--- config.mk ---
export PLATFORM = sky130hd
export DESIGN_NAME = div_ctrl
export DESIGN_NICKNAME = d
export VERILOG_FILES = /design/src/rtl/div_ctrl.sv
export SDC_FILE = /design/constraint.sdc
export NUM_CORES = 1
export LEC_CHECK = 0
export ABC_AREA = 1
export ABC_CLOCK_PERIOD_IN_PS = 1200
export BUFFER_PORTS_ARGS = -buffer_cell sky130_fd_sc_hd__buf_2
export CELL_PAD_IN_SITES_DETAIL_PLACEMENT = 1
export CELL_PAD_IN_SITES_GLOBAL_PLACEMENT = 2
export CORE_UTILIZATION = 21
export CTS_CLUSTER_SIZE = 12
export DETAILED_ROUTE_END_ITERATION = 10
export GPL_TIMING_DRIVEN = 0
export PLACE_DENSITY = 0.71
export SYNTH_ARGS = -nofsm -noshare
export SYNTH_HDL_FRONTEND = slang
export SYNTH_SLANG_ARGS = --single-unit
export TNS_END_PERCENT = 50
--- constraint.sdc ---
create_clock -name clk -period 1.2 [get_ports clk]
set_input_delay 0.06 -clock clk [delete_from_list [all_inputs] [get_ports clk]]
set_output_delay 0.06 -clock clk [all_outputs]
set_load 0.02 [all_outputs]
--- src/rtl/div_ctrl.sv ---
// rtl/div_ctrl.sv - divide/modulo controller for shared signed/unsigned divider IPs; optional result cache via DIV_RESULT_CACHE_EN
module div_ctrl (
  input  logic        clk,
  input  logic        rst,
  input  logic        req_valid,
  output logic        req_ready,
  input  logic        req_signed,
  input  logic [31:0] req_src1,
  input  logic [31:0] req_src2,
  input  logic        flush,
  output logic        rsp_valid,
  input  logic        rsp_ready,
  output logic [31:0] rsp_quot,
  output logic [31:0] rsp_rem,
  output logic [31:0] div_dividend,
  output logic [31:0] div_divisor,
  output logic        sdiv_in_valid,
  input  logic        sdiv_in_ready,
  input  logic        sdiv_out_valid,
  input  logic [63:0] sdiv_out_data,
  output logic        udiv_in_valid,
  input  logic        udiv_in_ready,
  input  logic        udiv_out_valid,
  input  logic [63:0] udiv_out_data
);

  typedef enum logic [2:0] {
    S_IDLE,
    S_SEND,
    S_WAIT,
    S_DONE,
    S_DRAIN
  } state_t;

  state_t      state;
  state_t      state_nxt;
  logic        sel_signed;
  logic        sel_in_ready;
  logic        sel_out_valid;
  logic [63:0] sel_out_data;
  logic        accept;
  logic        capture;
  logic        cache_hit;

  // The select register steers every IP-facing signal; the other IP is ignored entirely.
  assign sel_in_ready  = sel_signed ? sdiv_in_ready  : udiv_in_ready;
  assign sel_out_valid = sel_signed ? sdiv_out_valid : udiv_out_valid;
  assign sel_out_data  = sel_signed ? sdiv_out_data  : udiv_out_data;

`ifdef DIV_RESULT_CACHE_EN
  logic        cache_vld;
  logic        cache_signed;
  logic [31:0] cache_src1;
  logic [31:0] cache_src2;
  logic [31:0] cache_quot;
  logic [31:0] cache_rem;

  assign cache_hit = cache_vld && (cache_signed == req_signed) &&
                     (cache_src1 == req_src1) && (cache_src2 == req_src2);

  // Single-entry result cache, refreshed on every delivered result; only reset clears it.
  always_ff @(posedge clk) begin
    if (rst) begin
      cache_vld    <= 1'b0;
      cache_signed <= 1'b0;
      cache_src1   <= '0;
      cache_src2   <= '0;
      cache_quot   <= '0;
      cache_rem    <= '0;
    end else if (capture) begin
      cache_vld    <= 1'b1;
      cache_signed <= sel_signed;
      cache_src1   <= div_dividend;
      cache_src2   <= div_divisor;
      cache_quot   <= sel_out_data[63:32];
      cache_rem    <= sel_out_data[31:0];
    end
  end
`else
  assign cache_hit = 1'b0;
`endif

  // State register.
  always_ff @(posedge clk) begin
    if (rst) begin
      state <= S_IDLE;
    end else begin
      state <= state_nxt;
    end
  end

  // Next-state and handshake outputs; everything is held low while rst is asserted.
  always_comb begin
    state_nxt     = state;
    req_ready     = 1'b0;
    rsp_valid     = 1'b0;
    sdiv_in_valid = 1'b0;
    udiv_in_valid = 1'b0;
    accept        = 1'b0;
    capture       = 1'b0;
    if (!rst) begin
      case (state)
        S_IDLE: begin
          req_ready = 1'b1;
          if (req_valid && !flush) begin
            accept    = 1'b1;
            state_nxt = cache_hit ? S_DONE : S_SEND;
          end
        end
        S_SEND: begin
          sdiv_in_valid = sel_signed  && !flush;
          udiv_in_valid = !sel_signed && !flush;
          if (flush) begin
            state_nxt = S_IDLE;
          end else if (sel_in_ready) begin
            state_nxt = S_WAIT;
          end
        end
        S_WAIT: begin
          if (sel_out_valid) begin
            if (flush) begin
              state_nxt = S_IDLE;
            end else begin
              capture   = 1'b1;
              state_nxt = S_DONE;
            end
          end else if (flush) begin
            state_nxt = S_DRAIN;
          end
        end
        S_DRAIN: begin
          if (sel_out_valid) begin
            state_nxt = S_IDLE;
          end
        end
        S_DONE: begin
          rsp_valid = !flush;
          if (flush || rsp_ready) begin
            state_nxt = S_IDLE;
          end
        end
        default: begin
          state_nxt = S_IDLE;
        end
      endcase
    end
  end

  // Operand/select latch on accept and result capture from the selected IP.
  always_ff @(posedge clk) begin
    if (rst) begin
      div_dividend <= '0;
      div_divisor  <= '0;
      sel_signed   <= 1'b0;
      rsp_quot     <= '0;
      rsp_rem      <= '0;
    end else begin
      if (accept) begin
        div_dividend <= req_src1;
        div_divisor  <= req_src2;
        sel_signed   <= req_signed;
      end
`ifdef DIV_RESULT_CACHE_EN
      if (accept && cache_hit) begin
        rsp_quot <= cache_quot;
        rsp_rem  <= cache_rem;
      end
`endif
      if (capture) begin
        rsp_quot <= sel_out_data[63:32];
        rsp_rem  <= sel_out_data[31:0];
      end
    end
  end

endmodule
==> reports/summary.txt, run 1 <==
status: complete, but fails checks
failing checks: negative setup slack
vias: 7084
syn nets: 905
sum of negative setup slack: -30.70 ns
GRT busiest layer: met2
drt initial violations: 160
clock tree root driver cell: clkbuf_16
Arr. time, crit path: 1.86 ns
deepest clock path buffer count: 2
Die Area: 29090 sq um
mux share of post-synthesis cell area: 0%
largest family of logic cells by synthesized area: simple AND/OR/NAND/NOR gates
Syn Inst Count: 703
Post-Synth Adder-Cell Area: 0%
CTS tree: done
I/O pin count: 334
Total Routing Usage GR: 18.18%
Main synth FF type: dfxtp_1
post-route DRC violation count: 0
# rows: 61
Yosys top cell by area: dfxtp_1
Clock transition at path regs: 0.07 ns
GR Overflow Total: 0
Max VDD drop: 0.8068 mV
period utilization: 125.8%
Seq cells post-synth: 132
synthesized area: 5967 sq um
Final ANT Viol Nets: 0
Synth cell types: 24
global-route wire length before repair: 40650 um
vias in the first global route: 7499
CP endpoint kind: flop
final hold vios: 0
met1 Use GR: 20.11%
largest net degree at the start of global routing: 17
Final Util: 41.30%
Leak: 5.850 nW
DP Wirelength: 18790 um
area of the core: 27860 sq um
Setup Crit Path Kind: flop to flop
ys async rst share: 0%
Skew-Pair Late Insertion Delay: 0.42 ns
Min-Delay Path Class: input pin to flop
Crit path required time: 1.55 ns
Die X: 170.6 um
Initial Utilization: 21.42%
post-synthesis sequential area ratio: 44.29%
Fillers: 3270
Diodes inserted: 0
share of cells above drive strength 1: 48.27%
TritonCTS Buffers: 17
average size of a mapped cell: 8.488 sq um
Post-Layout Cell Count: 1648
post-synthesis compound-gate area fraction: 20.88%
synthesis warning total: 0
post-layout net count: 1459
top cells by count, synth: nand2_1, dfxtp_1, nand2_2
placed cells: 1414
Post-synth EDFFs: 0
simple-gate share of the synthesized area: 27.07%
TritonCTS Sinks: 132
Yosys top cell area share: 44.29%
RSZ-0062 raised after global routing: true
die height: 170.6 um
Routability Congestion: 0.7934
DR WL/cell: 16.98 um
crit start category: flop
met2 Track Usage GR: 32.49%
crit path time final: 1.510 ns
XOR/XNOR Fraction of Synth Area: 0%
vias per cell: 4.299
drt first pass iters: 4
pwr dens: 1430 nW/um^2
Total Power: 16.45 mW
worst rel slew slack: 48.73%
Synth area leaders: dfxtp_1, nand2_1, o21ai_2, o211a_1, nand2_2
worst slew pin tran: 0.7690 ns
CP max FO: 8
Slew Viols, Final: 0
Area growth syn-to-layout: 92.83%
final wirelength: 27980 um
min setup slack post-route: -0.3098 ns
number of port buffers: 333
Final Setup Violations: 136
initial antenna violation count: 0
Worst Skew: 0.01214 ns
H-tree levels: 4
Multi-input gate area: 3219 sq um
total of max-cap violations: 0
met3 global-route usage: 5.482%
Register Area: 2648 sq um
Fmax: 0.6623 GHz
most frequent cell after synthesis: nand2_1
## path summary, 6_finish.rpt
check / from / to / slack, ns / depth (start not counted)
setup / recovery: sel_signed / rsp_quot[2] / -0.31 / 10
hold / removal: sdiv_out_data[27] / rsp_rem[27] / 0.01 / 4
setup reg to reg: sel_signed / rsp_quot[2] / -0.31 / 10
hold reg to reg: div_divisor[5] / div_divisor[5] / 0.47 / 2
## worst max-delay path, cell delays in order, from the launching register on
cell and delay (ns):
dfxtp_2 0.33, buf_8 0.14, inv_6 0.04, nand2_4 0.05, nand2_4 0.05, nor2_4 0.22
buf_12 0.15, buf_8 0.12, buf_6 0.12, o21ai_2 0.05, a31oi_1 0.18
## through the flow
step	hold WS, ns	worst slack, ns	cell area [sq um]
global route	0.008811	-0.3954	11510
finish	0.01432	-0.3098	11510
floorplan	0.1634	-0.08187	5992
CTS	0.0001331	-0.2914	10820
detailed placement	0.2623	-0.5367	8132
global placement	0.2601	-0.5309	8132
## cell usage in the layout, fill, tap and decap left out, types with 2 or more instances in the layout
master / instances
a31oi_1: 15
buf_12: 15
buf_16: 2
buf_2: 333
buf_4: 21
buf_6: 12
buf_8: 6
bufinv_16: 2
clkbuf_1: 15
clkbuf_16: 31
clkbuf_2: 3
clkbuf_4: 2
clkinvlp_4: 4
dfxtp_1: 128
dfxtp_2: 4
dlygate4sd3_1: 170
inv_1: 7
inv_2: 3
inv_6: 6
nand2_1: 206
nand2_2: 29
nand2_4: 42
nand3_1: 40
nand3_2: 15
nand4_1: 2
nor2_1: 11
nor2_2: 2
nor2_4: 5
o211a_1: 49
o21ai_1: 10
o21ai_2: 71
## repair_timing
| action | CTS | global route |
|---|---|---|
| endpoints found under the hold margin | 123 | 0 |
| pin swaps | 6 | 4 |
| buffers inserted | 12 | 6 |
| setup endpoints to repair | 136 | 136 |
| cloned | 2 | 13 |
| resized for setup | 80 | 87 |
| hold buffers | 170 | 0 |
## flip-flops by register name, indices dropped and copies added (netlist names)
signal and cells:
div_dividend 32, rsp_rem 32, state 3, sel_signed 1, rsp_quot 32, div_divisor 32
## power breakdown
part,total (mW),switching [mW],internal [mW]
Clock,5.30,2.21,3.10
Sequential,5.28,0.332,4.95
Combinational,5.87,3.17,2.69
## final cells by class
| class | count | area share (%) |
|---|---|---|
| tap | 378 | 4.110 |
| buffer | 56 | 5.350 |
| sequential | 132 | 23.01 |
| timing repair buffer | 536 | 34.10 |
| clock inverter | 13 | 1.283 |
| inverter | 11 | 0.4024 |
| multi-input combinational | 503 | 27.98 |
| clock buffer | 19 | 3.763 |
## logic make-up (layout without fill, tap and decap cells)
| kind of cell | count (synthesis) | in the layout |
|---|---|---|
| buffers and inverters | 68 | 635 |
| DFF | 132 | 132 |
| and+or+nand+nor | 356 | 356 |
| AOI/OAI and AO/OA | 147 | 147 |
## per-layer routing
metal | routed length, um | share of wire (%)
met1 | 11060 | 40
met2 | 14050 | 50
met3 | 2086 | 7.5
met4 | 786 | 2.8
met5 | 0 | 0
(Power assumes the default switching activity.)
==> run 2: changes to the inputs <==
--- a/config.mk
+++ b/config.mk
@@ -14,7 +14,7 @@
 export CTS_CLUSTER_SIZE = 12
 export DETAILED_ROUTE_END_ITERATION = 10
 export GPL_TIMING_DRIVEN = 0
-export PLACE_DENSITY = 0.71
+export PLACE_DENSITY = 0.81
 export SYNTH_ARGS = -nofsm -noshare
 export SYNTH_HDL_FRONTEND = slang
 export SYNTH_SLANG_ARGS = --single-unit
==> reports/summary.txt, run 2 (synthesis results as in run 1) <==
deepest clock path buffer count: 2 (unchanged)
Fmax: 0.6701 GHz (was 0.6623 GHz)
share of cells above drive strength 1: 47.61% (was 48.27%)
Slew Viols, Final: 0 (unchanged)
global-route wire length before repair: 41680 um (was 40650 um)
Final ANT Viol Nets: 0 (unchanged)
initial antenna violation count: 0 (unchanged)
post-layout net count: 1464 (was 1459)
TritonCTS Buffers: 17 (unchanged)
Final Setup Violations: 136 (unchanged)
largest net degree at the start of global routing: 17 (unchanged)
Initial Utilization: 21.42% (unchanged)
Max VDD drop: 0.6548 mV (was 0.8068 mV)
area of the core: 27860 sq um (unchanged)
# rows: 61 (unchanged)
drt initial violations: 264 (was 160)
Die Area: 29090 sq um (unchanged)
Arr. time, crit path: 1.84 ns (was 1.86 ns)
Total Power: 16.24 mW (was 16.45 mW)
vias per cell: 4.347 (was 4.299)
final wirelength: 29290 um (was 27980 um)
GR Overflow Total: 0 (unchanged)
crit start category: flop (unchanged)
failing checks: negative setup slack (unchanged)
DR WL/cell: 17.71 um (was 16.98 um)
most frequent cells in the layout: buf_2, nand2_1, dlygate4sd3_1 (unchanged)
Crit path required time: 1.55 ns (about the same)
Setup Crit Path Kind: flop to flop (unchanged)
Worst Skew: 0.009741 ns (was 0.01214 ns)
reg-to-reg endpoint: div_dividend[18] (was rsp_quot[2])
Total Routing Usage GR: 18.95% (was 18.18%)
Reg2Reg Setup Slack: -0.29 ns (was -0.31 ns)
drt first pass iters: 6 (was 4)
pwr dens: 1437 nW/um^2 (was 1430 nW/um^2)
hold worst-path end: rsp_quot[15] (was rsp_rem[27])
I/O pin count: 334 (unchanged)
die height: 170.6 um (unchanged)
vias: 7190 (was 7084)
post-route DRC violation count: 0 (unchanged)
Area growth syn-to-layout: 89.33% (was 92.83%)
R2R cell count: 9 (was 10)
Skew-Pair Late Insertion Delay: 0.42 ns (about the same)
Routability Congestion: 0.7475 (was 0.7934)
worst r2r src: state[1] (was sel_signed)
CTS tree: done (unchanged)
crit path time final: 1.492 ns (was 1.510 ns)
commonest non-fill, non-tap cell in the layout: buf_2 (unchanged)
Min-Delay Path Class: input pin to flop (unchanged)
hold path cells: 4 (unchanged)
worst slew pin tran: 0.6573 ns (was 0.7690 ns)
H-tree levels: 4 (unchanged)
clock tree root driver cell: clkbuf_16 (unchanged)
CP endpoint kind: flop (unchanged)
CP max FO: 8 (unchanged)
period utilization: 124.4% (was 125.8%)
DP Wirelength: 18690 um (was 18790 um)
Clock transition at path regs: 0.06 ns (was 0.07 ns)
min setup slack post-route: -0.2924 ns (was -0.3098 ns)
sum of negative setup slack: -32.10 ns (was -30.70 ns)
Leak: 5.578 nW (was 5.850 nW)
Hold Path Origin: udiv_out_data[47] (was sdiv_out_data[27])
worst rel slew slack: 56.18% (was 48.73%)
final hold vios: 0 (unchanged)
vias in the first global route: 7539 (was 7499)
status: complete, but fails checks (unchanged)
RSZ-0062 raised after global routing: true (unchanged)
TritonCTS Sinks: 132 (unchanged)
Fillers: 3282 (was 3270)
Die X: 170.6 um (unchanged)
number of port buffers: 333 (unchanged)
total of max-cap violations: 0 (unchanged)
run 2: cell types whose count changed in the layout (fill, tap and decap cells not counted), sizes merged:
cell         delta
diode           +1
inv             +1
dlygate4sd3     +8
bufinv          -1
buf             -1
clkinv          +5
clkbuf          -3
clkinvlp        -4
run 2: metrics by stage:
stage	worst slack (ns)	hold slack, ns	area (sq um)	utilization (%)	cells
5_1_grt	-0.3638	0.01282	11290	40.54	1653
3_3_place_gp	-0.5578	0.2591	8132	29.19	1414
6_report	-0.2924	0.005335	11300	40.55	1654
4_1_cts	-0.2902	0.004015	10820	38.85	1637
2_1_floorplan	-0.08187	0.1634	5992	-	703
3_5_place_dp	-0.5830	0.2634	8132	29.19	1414
run 2: layer usage:
layer	global-route usage, %	wire length (um)	vias up
met3	5.505	1939	38
met4	5.836	612	0
met1	19.73	11230	3404
met5	0	0	-
li1	-	-	3471
met2	36.18	15510	277
run 2: where the power goes:
group	leakage, nW	total [mW]	switching [mW]	internal, mW
logic	4.22	5.68	3.08	2.60
registers	1.07	5.30	0.342	4.96
clock network	0.288	5.26	2.29	2.97
run 2: how the worst max path moves through the flow:
| stage | startpoint | end | slack [ns] | cells past startpoint |
|---|---|---|---|---|
| finish | state[1] | div_dividend[18] | -0.29 | 9 |
| CTS | sel_signed | udiv_in_valid | -0.29 | 5 |
| global route | state[1] | div_dividend[18] | -0.36 | 9 |
| detailed placement | sel_signed | rsp_rem[24] | -0.58 | 9 |
| global placement | sel_signed | rsp_rem[24] | -0.56 | 9 |
| floorplan | state[1] | div_dividend[1] | -0.08 | 7 |
run 2: repair_timing:
item	in CTS	in global routing
pin swaps	5	2
setup endpoints to repair	136	136
gates cloned	1	11
gates resized for setup	64	57
buffers inserted	12	6
hold buffers	178	0
endpoints found under the hold margin	125	0
run 2: final cells by class:
cell class | count | area [sq um] | area share (%)
diodes | 1 | 2.502 | 0.02215
plain buffers | 57 | 646.9 | 5.726
clock buffers | 18 | 439.2 | 3.887
clock inverters | 14 | 142.6 | 1.263
inverters | 11 | 43.79 | 0.3876
multi-input cells | 503 | 3004 | 26.59
flip-flops and latches | 132 | 2649 | 23.45
well taps | 378 | 473.0 | 4.187
repair buffers | 540 | 3896 | 34.49
run 2: critical path, cell delays in order (launching register included):
cell	delay [ns]
dfxtp_1	0.31
buf_6	0.13
nor2_4	0.13
nand2_4	0.07
nor3_4	0.21
buf_6	0.16
buf_12	0.15
clkbuf_16	0.16
nand2_2	0.05
o21ai_2	0.04
